[src/rtl/triple.sv]
`default_nettype none
// ============================================================================
//  Module      : triple
//  Description : Ready/valid multiplier-by-three. Accepts an unsigned
//                WIDTH-bit operand and returns the exact product 3*x on a
//                WIDTH+2-bit result through a single output register.
//                Back-pressure is honoured. The only combinational path
//                runs from result_ready to num_ready.
//  Ports       : clk           - clock, rising edge
//                rst_n         - synchronous active-low reset
//                num_valid     - operand present on num_value
//                num_value     - unsigned operand, WIDTH bits
//                num_ready     - stage can take an operand this cycle
//                result_valid  - result holds a valid product
//                result        - 3*num_value, WIDTH+2 bits
//                result_ready  - downstream accepts result this cycle
//                result_parity - XOR-reduce of result (TRIPLE_PARITY_EN only)
//  Options     : `define TRIPLE_PARITY_EN adds the registered result_parity
//                output. Without it the port and its logic are absent.
//  Revision    : 1.0 - initial release
// ============================================================================
module triple #(
    parameter int WIDTH = 4
) (
    input  logic               clk,
    input  logic               rst_n,
    input  logic               num_valid,
    input  logic [WIDTH-1:0]   num_value,
    output logic               num_ready,
    output logic               result_valid,
    output logic [WIDTH+1:0]   result,
    input  logic               result_ready
`ifdef TRIPLE_PARITY_EN
    ,
    output logic               result_parity
`endif
);

    logic               w_accept;
    logic [WIDTH+1:0]   w_product;
    logic               r_valid;
    logic [WIDTH+1:0]   r_result;

    // A slot frees up either when it is empty or when its content leaves now.
    assign num_ready = !r_valid || result_ready;
    assign w_accept  = num_valid && num_ready;

    // (x << 1) + x; 3*(2^WIDTH-1) always fits in WIDTH+2 bits.
    assign w_product = {1'b0, num_value, 1'b0} + {2'b00, num_value};

    // result only loads on acceptance, so num_value is never sampled
    // while num_valid is low. On output-only handshakes result keeps its
    // last value and just result_valid drops.
    always_ff @(posedge clk) begin
        if (!rst_n) begin
            r_valid  <= 1'b0;
            r_result <= '0;
        end else if (w_accept) begin
            r_valid  <= 1'b1;
            r_result <= w_product;
        end else if (r_valid && result_ready) begin
            r_valid  <= 1'b0;
        end
    end

    assign result_valid = r_valid;
    assign result       = r_result;

`ifdef TRIPLE_PARITY_EN
    logic r_parity;

    // Computed from the incoming product so it lands together with result.
    always_ff @(posedge clk) begin
        if (!rst_n) begin
            r_parity <= 1'b0;
        end else if (w_accept) begin
            r_parity <= ^w_product;
        end
    end

    assign result_parity = r_parity;
`endif

endmodule
`default_nettype wire

[config.mk]
export PLATFORM = sky130hd
export DESIGN_NAME = triple
export DESIGN_NICKNAME = d
export VERILOG_FILES = /design/src/rtl/triple.sv
export SDC_FILE = /design/constraint.sdc
export NUM_CORES = 1
export LEC_CHECK = 0
export CELL_PAD_IN_SITES_DETAIL_PLACEMENT = 0
export CELL_PAD_IN_SITES_GLOBAL_PLACEMENT = 2
export CORE_UTILIZATION = 26
export DETAILED_ROUTE_END_ITERATION = 6
export GPL_ROUTABILITY_DRIVEN = 0
export GPL_TIMING_DRIVEN = 0
export HOLD_SLACK_MARGIN = 0.08
export PLACE_DENSITY = 0.83
export SYNTH_ARGS = -nofsm -noshare
export SYNTH_HDL_FRONTEND = slang
export SYNTH_SLANG_ARGS = --single-unit
[constraint.sdc]
create_clock -name clk -period 3.28 [get_ports clk]
set_clock_uncertainty 0.05 [all_clocks]
set_input_delay 0.656 -clock clk [delete_from_list [all_inputs] [get_ports clk]]
set_output_delay 0.656 -clock clk [all_outputs]
set_load 0.005 [all_outputs]
==> flow_metrics.tcl <==
set metrics [dict create \
    yosys-top-cells-area "dfxtp_1 (33%), ha_1 (15%), o211a_1 (7.0%), fa_1 (4.7%), mux2i_1 (4.7%)" \
    hold_path_startpoint "result[2]$_SDFFE_PN0P_" \
    tightest_slew_ns 0.220 \
    cp.required_ns 2.57 \
    wire_per_inst_um 9.93 \
    drv_slew 0 \
    grt_overflow 0 \
    ant_nets 0 \
    synth.avg_cell_area_um2 10.4 \
    synth_nets 55 \
    postCtsHoldBufs 0 \
    syn_inst 41 \
    hold_class "reg2reg" \
    cts_tree "done" \
    clockBufferDepth 2 \
    dr.pass1.iters 2 \
    initialDrtViolationCount 1 \
    drv_cap 0 \
    clkSlewWorstSetupHoldPaths_ns 0.05 \
    grt_pass1_vias 333 \
    drive_gt1_share_pct 13.6 \
    cts_buffers 3 \
    seq_power_share_pct 41.5 \
    synthToLayoutAreaGrowth_pct 43.7 \
    cts_setup_buffers 0 \
    post-route-cell-area_um2 613 \
    hold_depth 1 \
    critPathMostFrequentCell "clkdlybuf4s50_1" \
    clk_latency_ns 0.25 \
    dieArea_um2 1810 \
    p_per_area_nw_per_um2 377 \
    die_h_um 42.5 \
    cp_num_buf_inv 2 \
    swShare_pct 24.4 \
    synth_top_area_share_pct 32.8 \
    vias_per_cell 4.57 \
    relSlewSlack_pct 85.3 \
    synth_area_um2 427 \
    grt_usage_pct 10.3 \
    n_antenna_cell 0 \
    rsz0062_at_grt "no" \
    cts_max_level 1 \
    finalCritPeriodShare_pct 73.8 \
    start_util_pct 28.0 \
    path_max_fanout 3 \
    r2r_cells 5 \
    grt_pass1_wl_um 1350 \
    clock-sinks 7 \
    crit_type "in2out" \
    cp.arrival_ns 1.71 \
    synth_cell_types 19 \
    path_cells "clkdlybuf4s50_1 > nand2b_4 > clkdlybuf4s50_1" \
    fin_setup_tns_ns 0 \
    yosys_warnings 0 \
    wl_um 745 \
    p_sw_uw 56.5 \
    die_w_um 42.5 \
    core_area_um2 1520 \
    wl_met3_um 65 \
    critPathMaxStageDelay_ns 0.49 \
    p_leak_nw 0.291 \
    cts-root-buf "clkbuf_4" \
    placed_cell_area_um2 587 \
    fin_crit_ns 2.42 \
    end_kind "primary output" \
    fmax_mhz 413 \
    synth_top_area_cell "dfxtp_1" \
    vias 343 \
    r2r_slack_ns 2.19 \
    hold_violations 0 \
    wl_met2_um 326 \
    dp_hpwl_um 599 \
    r2r-end "result[4]$_SDFFE_PN0P_" \
    drc 0 \
    finalNetCount 74 \
    synth-seq-area-share_pct 32.8 \
    top_layer_used "met3" \
    grt_max_degree 11 \
    row_count 14 \
    cp_top_family "buffers and inverters" \
    antenna_found_initial 0 \
    slowest_stage "clkdlybuf4s50_1" \
    intPower_uw 175 \
    p_comb_share_pct 25.2 \
    r2r-start "result_valid$_SDFFE_PN0P_" \
    cts_resized 0 \
    irDropWorstVdd_v 0.000240 \
    status "finished, final reports clean" \
    ys_ff_latch 7 \
    worst_setup_path_start_kind "primary input" \
    setup_viol 0 \
    port_buffers 14 \
    io_pins 16 \
    min_to "result[2]$_SDFFE_PN0P_" \
    totalPowerFinal_uw 231 \
    drt-met1-wl_um 352 \
    power.share.clock_pct 33.3 \
]
-- worst max path at each step --
stage | start | end | slack, ns | cells after the start
floorplan | num_value[0] | result[3]$_SDFFE_PN0P_ | 1.57 | 6
global placement | result_ready | num_ready | 0.86 | 3
detailed placement | result_ready | num_ready | 0.86 | 3
CTS | result_ready | num_ready | 0.86 | 3
global route | result_ready | num_ready | 0.83 | 3
finish | result_ready | num_ready | 0.86 | 3
-- layer usage --
metal	up-vias	track usage, %
met2	12	15.4
met3	0	7.33
li1	174	-
met4	0	3.75
met1	157	11.3
met5	-	0
-- cell usage after synthesis --
| library cell | count |
|---|---|
| xnor2_1 | 1 |
| buf_4 | 1 |
| nand3_1 | 1 |
| mux2i_1 | 2 |
| inv_1 | 5 |
| nand2b_4 | 1 |
| and2_4 | 1 |
| o211a_1 | 3 |
| o221ai_2 | 1 |
| o21bai_1 | 1 |
| buf_8 | 1 |
| ha_1 | 5 |
| nand2_1 | 4 |
| nand4b_1 | 1 |
| a21oi_1 | 2 |
| fa_1 | 1 |
| nor2b_1 | 2 |
| dfxtp_1 | 7 |
| a21boi_0 | 1 |
-- area by class of cell --
cell class                 instances  area (um2)
inverter                           5        18.8
timing repair buffer              14         140
multi-input combinational         27         245
buffer                             2        22.5
fill                             160         911
tap                               16        20.0
clock buffer                       4        26.3
sequential                         7         140
-- sequential cells by signal, indices dropped and copies added, names as in the netlist --
signal        count
result_valid      1
result            6
-- kinds of logic after synthesis --
kind of cell | synth area share, %
and+or+nand+nor | 15.0
buffers and inverters | 9.68
AOI/OAI and AO/OA | 16.4
muxes | 4.69
DFF | 32.8
xor gates and xnor gates | 2.05
adders and majority gates | 19.4
-- layout by cell type (no fill, tap or decap), types with 2 or more instances in the layout --
| cell type | synthesis | final |
|---|---|---|
| nand2_1 | 4 | 4 |
| dfxtp_1 | 7 | 7 |
| a21oi_1 | 2 | 2 |
| mux2i_1 | 2 | 2 |
| nor2b_1 | 2 | 2 |
| o211a_1 | 3 | 3 |
| clkdlybuf4s50_1 | 0 | 14 |
| clkbuf_4 | 0 | 3 |
| ha_1 | 5 | 5 |
| inv_1 | 5 | 5 |
-- power groups by stage --
stage	clock (mW)	combinational (mW)	sequential (mW)
3_5_place_dp	0	0.0589	0.0975
3_3_place_gp	0	0.0586	0.0976
6_report	0.0770	0.0583	0.0958
4_1_cts	0.0803	0.0593	0.0959
5_1_grt	0.0880	0.0647	0.0968
2_1_floorplan	0	0.0298	0.0982
-- per-stage QoR --
| step | util (%) | std cells | setup slack (ns) | hold WS [ns] |
|---|---|---|---|---|
| final | 40.2 | 75 | 0.860 | 0.444 |
| after detailed placement | 38.5 | 71 | 0.856 | 0.436 |
| after CTS | 40.2 | 75 | 0.856 | 0.452 |
| after global routing | 40.2 | 75 | 0.829 | 0.472 |
| after global placement | 38.5 | 71 | 0.856 | 0.434 |
| after floorplan | - | 41 | 1.57 | 0.445 |
(Power assumes the default switching activity.)
